===== src/rtl/zmod_spi_arbiter.sv =====
// -----------------------------------------------------------------------------
// zmod_spi_arbiter
//
// Shares one 3-wire SPI configuration engine between the ADC1410 and DAC1411
// init sequencers. Each side issues single register read/write transactions
// over a level req / one-cycle ack handshake. Ties are broken round-robin.
// Exactly one command is forwarded per grant. Read data, or a timeout error,
// is returned to the winning requester.
//
// Ports:
//   i_clock, i_reset          system clock, synchronous active-high reset
//   i_adc_req/rnw/addr/wdata  ADC command (held until o_adc_ack)
//   o_adc_ack/rdata/err       ADC completion pulse, read data, timeout flag
//   i_dac_* / o_dac_*         same for the DAC requester
//   o_spi_start               one-cycle command strobe to the SPI engine
//   o_spi_rnw/addr/wdata      latched command, stable until the next grant
//   i_spi_done, i_spi_rdata   end-of-transfer strobe and read data
//   o_grant                   bit0 = ADC owns the engine, bit1 = DAC
//   o_busy                    high whenever the arbiter is not idle
// -----------------------------------------------------------------------------
module zmod_spi_arbiter #(
   parameter int ADDR_SIZE      = 13,
   parameter int DATA_SIZE      = 8,
   parameter int TIMEOUT_CYCLES = 4096
) (
   input  logic                 i_clock,
   input  logic                 i_reset,
   input  logic                 i_adc_req,
   input  logic                 i_adc_rnw,
   input  logic [ADDR_SIZE-1:0] i_adc_addr,
   input  logic [DATA_SIZE-1:0] i_adc_wdata,
   output logic                 o_adc_ack,
   output logic [DATA_SIZE-1:0] o_adc_rdata,
   output logic                 o_adc_err,
   input  logic                 i_dac_req,
   input  logic                 i_dac_rnw,
   input  logic [ADDR_SIZE-1:0] i_dac_addr,
   input  logic [DATA_SIZE-1:0] i_dac_wdata,
   output logic                 o_dac_ack,
   output logic [DATA_SIZE-1:0] o_dac_rdata,
   output logic                 o_dac_err,
   output logic                 o_spi_start,
   output logic                 o_spi_rnw,
   output logic [ADDR_SIZE-1:0] o_spi_addr,
   output logic [DATA_SIZE-1:0] o_spi_wdata,
   input  logic                 i_spi_done,
   input  logic [DATA_SIZE-1:0] i_spi_rdata,
   output logic [1:0]           o_grant,
   output logic                 o_busy
);

   localparam int CNT_W = $clog2(TIMEOUT_CYCLES);
   localparam logic [CNT_W-1:0] CNT_LAST = CNT_W'(TIMEOUT_CYCLES - 1);

   typedef enum logic [1:0] {
      ST_IDLE,
      ST_ISSUE,
      ST_WAIT,
      ST_RESP
   } state_t;

   state_t                 state;
   logic                   last_dac;   // 1 = DAC was served last
   logic [CNT_W-1:0]       wait_cnt;
   logic [1:0]             win;
   logic [DATA_SIZE-1:0]   resp_rdata;
   logic                   resp_err;

   // One-hot winner, or zero when nobody requests. On a tie the side that
   // was not served last wins.
   function automatic logic [1:0] pick_winner(input logic adc_req,
                                              input logic dac_req,
                                              input logic dac_was_last);
      if (adc_req && dac_req)
         return dac_was_last ? 2'b01 : 2'b10;
      return {dac_req, adc_req};
   endfunction

   assign win = pick_winner(i_adc_req, i_dac_req, last_dac);

   // A done strobe always beats a timeout in the same cycle; writes return 0.
   assign resp_rdata = (i_spi_done && o_spi_rnw) ? i_spi_rdata : '0;
   assign resp_err   = ~i_spi_done;

   always_ff @(posedge i_clock) begin
      if (i_reset) begin
         state       <= ST_IDLE;
         last_dac    <= 1'b1;
         wait_cnt    <= '0;
         o_adc_ack   <= 1'b0;
         o_adc_rdata <= '0;
         o_adc_err   <= 1'b0;
         o_dac_ack   <= 1'b0;
         o_dac_rdata <= '0;
         o_dac_err   <= 1'b0;
         o_spi_start <= 1'b0;
         o_spi_rnw   <= 1'b0;
         o_spi_addr  <= '0;
         o_spi_wdata <= '0;
         o_grant     <= 2'b00;
         o_busy      <= 1'b0;
      end else begin
         case (state)
            // IDLE -> ISSUE: latch the winner's command, strobe start next cycle
            ST_IDLE: begin
               if (win != 2'b00) begin
                  o_grant     <= win;
                  o_spi_rnw   <= win[0] ? i_adc_rnw   : i_dac_rnw;
                  o_spi_addr  <= win[0] ? i_adc_addr  : i_dac_addr;
                  o_spi_wdata <= win[0] ? i_adc_wdata : i_dac_wdata;
                  o_spi_start <= 1'b1;
                  o_busy      <= 1'b1;
                  state       <= ST_ISSUE;
               end
            end
            // ISSUE -> WAIT: start is high for this single cycle
            ST_ISSUE: begin
               o_spi_start <= 1'b0;
               wait_cnt    <= '0;
               state       <= ST_WAIT;
            end
            // WAIT -> RESP: on done or after TIMEOUT_CYCLES wait cycles
            ST_WAIT: begin
               wait_cnt <= wait_cnt + 1'b1;
               if (i_spi_done || (wait_cnt == CNT_LAST)) begin
                  if (o_grant[0]) begin
                     o_adc_ack   <= 1'b1;
                     o_adc_rdata <= resp_rdata;
                     o_adc_err   <= resp_err;
                  end
                  if (o_grant[1]) begin
                     o_dac_ack   <= 1'b1;
                     o_dac_rdata <= resp_rdata;
                     o_dac_err   <= resp_err;
                  end
                  state <= ST_RESP;
               end
            end
            // RESP -> IDLE: ack visible this cycle only
            ST_RESP: begin
               o_adc_ack <= 1'b0;
               o_dac_ack <= 1'b0;
               last_dac  <= o_grant[1];
               o_grant   <= 2'b00;
               o_busy    <= 1'b0;
               state     <= ST_IDLE;
            end
            default: state <= ST_IDLE;
         endcase
      end
   end

endmodule


===== config.mk =====
export PLATFORM = sky130hd
export DESIGN_NAME = zmod_spi_arbiter
export DESIGN_NICKNAME = d
export VERILOG_FILES = /design/src/rtl/zmod_spi_arbiter.sv
export SDC_FILE = /design/constraint.sdc
export NUM_CORES = 1
export LEC_CHECK = 0
export CAP_MARGIN = 20
export CORE_MARGIN = 2
export CORE_UTILIZATION = 47
export DETAILED_ROUTE_END_ITERATION = 10
export PLACE_DENSITY_LB_ADDON = 0.1
export SYNTH_ARGS = -nofsm -noshare
export SYNTH_HDL_FRONTEND = slang
export SYNTH_SLANG_ARGS = --single-unit

===== constraint.sdc =====
create_clock -name i_clock -period 4 [get_ports i_clock]
set_input_delay 0.8 -clock i_clock [delete_from_list [all_inputs] [get_ports i_clock]]
set_output_delay 0.8 -clock i_clock [all_outputs]
set_load 0.1 [all_outputs]

==> impl_results.rst <==
.. list-table::
   :header-rows: 1

   * - Metric
     - Value
   * - Number of buffers added to fix hold violations after cts
     - 0
   * - I/O pin total
     - about 100
   * - Maximum number of pins on one net before global-route repair
     - 28
   * - Static Leakage
     - roughly 1.4 nW
   * - Max_slew headroom
     - 33.7%
   * - Clock tree from TritonCTS
     - yes
   * - Power density over cell area
     - 704 nW/µm²
   * - Synthesized instance count
     - 271
   * - Count of unresolved DRC violations after routing
     - 0
   * - Slowest stage cell, crit path
     - sky130_fd_sc_hd__clkdlybuf4s50_1
   * - Routed len/inst
     - 13.4 µm
   * - Clock-pin slew on the worst setup and hold paths
     - about 0.060 ns
   * - Total buffers and inverters traversed by the critical path
     - 1
   * - Die Wd
     - 79.0 µm
   * - Number of antenna-violating nets in the routed design
     - 0
   * - Count of port buffers added during placement
     - 102
   * - Register bit total from synthesis
     - 61
   * - Share of flip-flops with an asynchronous set or reset after synthesis
     - 0%
   * - Pins Over Slew Limit
     - 0
   * - Placed standard-cell area
     - 3670 µm²
   * - Via total after detailed routing
     - 2347
   * - Maximum buffer depth of the clock tree
     - 2
   * - Length of the first detailed-routing pass in iterations
     - 4
   * - Syn avg cell area
     - 9.76 µm²
   * - Global route overflow
     - 0
   * - Clock sink count
     - 61
   * - Category of the most critical setup path
     - register to output port
   * - Setup bufs post-CTS
     - 0
   * - Cell types with the largest area share after synthesis
     - sky130_fd_sc_hd__dfxtp_1, sky130_fd_sc_hd__mux2i_1, sky130_fd_sc_hd__a211oi_1
   * - Most numerous cell types in the synthesized netlist
     - sky130_fd_sc_hd__dfxtp_1, sky130_fd_sc_hd__nor2_1, sky130_fd_sc_hd__a211oi_1, sky130_fd_sc_hd__mux2i_1, sky130_fd_sc_hd__a32o_1
   * - Global placer's final weighted congestion
     - 0.777
   * - Starting DRC count in detailed routing
     - between 100 and 150
   * - Setup Skew
     - 0.00732 ns
   * - Synthesized netlist net count
     - about 330
   * - Row count
     - 27
   * - Total inserted antenna cells
     - 0
   * - First-pass GRT wire length
     - 9760 µm
   * - Post-synth top area share
     - 46.2%
   * - Floorplan core area
     - 5470 µm²
   * - CTS Root Cell
     - sky130_fd_sc_hd__clkbuf_8
   * - Highest clock frequency the design can meet
     - 362 MHz
   * - Longest individual stage delay on the worst path
     - around 1.2 ns
   * - Final-layout setup total negative slack
     - 0 ns
   * - Most used standard cell by instance count after synthesis
     - sky130_fd_sc_hd__dfxtp_1
   * - Via count of the first global-routing pass
     - around 2200
   * - CP Data Required Time
     - 3.20 ns
   * - Worst r2r src
     - state[0]
   * - Nets
     - ~430
   * - Layout cells sized above 1
     - 6.18%
   * - Initial Util
     - 48.3%
   * - Post-synth cell types
     - 41
   * - Delay-heaviest family, CP
     - buffers and inverters
   * - List of cells traversed by the critical path
     - clkdlybuf4s50_1
   * - Launching element of the worst setup path
     - o_grant[1]
   * - PostCTS Resize Cnt
     - 0
   * - Crit path DAT
     - 1.96 ns
   * - Most used flip-flop cell after synthesis
     - sky130_fd_sc_hd__dfxtp_1
   * - Count of warnings emitted by yosys
     - 0
   * - Detailed placement HPWL
     - 4340 µm
   * - Min-Delay Startpoint
     - o_dac_rdata[0]
   * - Filler instances
     - 479
   * - Total global-route track usage
     - 19.8%
   * - Final count of negative-setup-slack endpoints
     - 0
   * - Status
     - finished clean
   * - Number of maximum-capacitance constraint violations
     - 0
   * - Worst-skew pair later-pin latency
     - approximately 0.32 ns
   * - Number of antenna violations at the first check in global routing
     - 0
   * - Minimum clock period after layout
     - 2.76 ns
   * - Type of element launching the critical path
     - register
   * - Synthesis-to-layout area growth
     - 45.0%
   * - Synthesized cell area
     - 2650 µm²
   * - CTS H-tree lvls
     - 3
   * - Count of final hold-check violations
     - 0
   * - EDFF count, synth
     - 0
   * - Die area
     - 6240 µm²
   * - RSZ-0062 raised after global routing
     - false
   * - Height of the die
     - 79.0 µm
   * - Register area share after synthesis
     - 46.2%
   * - Tightest Pin Transition
     - 0.991 ns
   * - Final wirelength
     - 5940 µm
   * - Finished layout cell area
     - approximately 3800 µm²
   * - Capturing element type of the critical path
     - output port
   * - Period Utilization, post-route
     - 69.0%
   * - Highest fanout seen on the critical path
     - 7
   * - Average via count per standard cell
     - 5.29
   * - Cell accounting for the most synthesized area
     - sky130_fd_sc_hd__dfxtp_1
   * - Worst hold path class
     - register to register
   * - CTS buffer count
     - 9
   * - Peak supply drop
     - 553 µV
## per-stage QoR
stage / worst slack (ns) / power [mW] / hold slack, ns / instances / utilization (%)
after floorplan: 2.17 / 1.93 / 0.462 / 271 / -
after global placement: 1.39 / 2.23 / 0.447 / 430 / 67.1
after detailed placement: 1.31 / 2.25 / 0.455 / 430 / 67.1
after CTS: 1.23 / 2.72 / 0.469 / 444 / 70.1
after global routing: 1.19 / 2.84 / 0.489 / 444 / 70.1
final: 1.24 / 2.70 / 0.467 / 444 / 70.1
## routing by layer
metal  GRT usage (%)  vias to the layer above  share of wire, %
met5               0                        -                 0
met4            7.41                        0               1.5
met3            6.82                        8               9.1
met2            33.4                       86                48
met1            23.1                     1065                42
li1                -                     1188                 -
## flip-flops by register name, summed over array words and instances (netlist names), 2 cells and up
register	count
o_spi_addr	13
o_adc_rdata	8
state	2
o_dac_rdata	8
wait_cnt	12
o_spi_wdata	8
o_grant	2
## where the power goes
| part | switching [mW] | internal, mW | total (mW) |
|---|---|---|---|
| registers | 0.0757 | 0.723 | 0.799 |
| clock network | 0.213 | 0.250 | 0.462 |
| logic | 1.05 | 0.383 | 1.44 |
| total | 1.34 | 1.36 | 2.70 |
## path summary, 6_finish.rpt
kind | endpoint | slack (ns) | cells past startpoint
max reg2reg | o_spi_wdata[2] | 2.02 | 6
min | o_dac_rdata[0] | 0.47 | 1
max | o_grant[1] | 1.24 | 1
min reg2reg | o_dac_rdata[0] | 0.47 | 1
## cell families (layout without fill, tap and decap cells)
family	Yosys count	count (layout)	share of synthesized area [%]
compound gates	66	66	19.4
xor+xnor	8	8	2.65
fa+ha+maj	5	5	2.37
buf+inv	26	127	5.20
flops	61	61	46.2
mux	24	24	9.08
simple gates	81	81	15.1
## cell usage in the layout, fill, tap and decap left out, drive strengths merged
cell type	n
a211oi	24
a21o	1
a21oi	10
a32o	16
a32oi	1
and2	5
and3	1
buf	3
clkbuf	12
clkdlybuf4s50	102
clkinv	2
dfxtp	61
ha	5
inv	8
mux2i	24
nand2	12
nand2b	3
nand3	8
nand3b	1
nand4	4
nor2	34
nor2b	2
nor3	5
nor4	2
o21a	1
o21ai	4
o221a	1
o221ai	2
o22a	2
o22ai	3
o31a	1
or2	1
or3	2
or3b	1
xnor2	5
xor2	3
## area by class of cell
type                       instances  area, µm²  share of cell area, %
inverter                           8       30.0                  0.783
clock inverter                     2       10.0                  0.261
timing repair buffer             105       1040                   27.2
tap                               72       90.1                   2.35
sequential                        61       1220                   31.8
clock buffer                      12        155                   4.04
multi-input combinational        184       1290                   33.5
(Power assumes the default switching activity.)
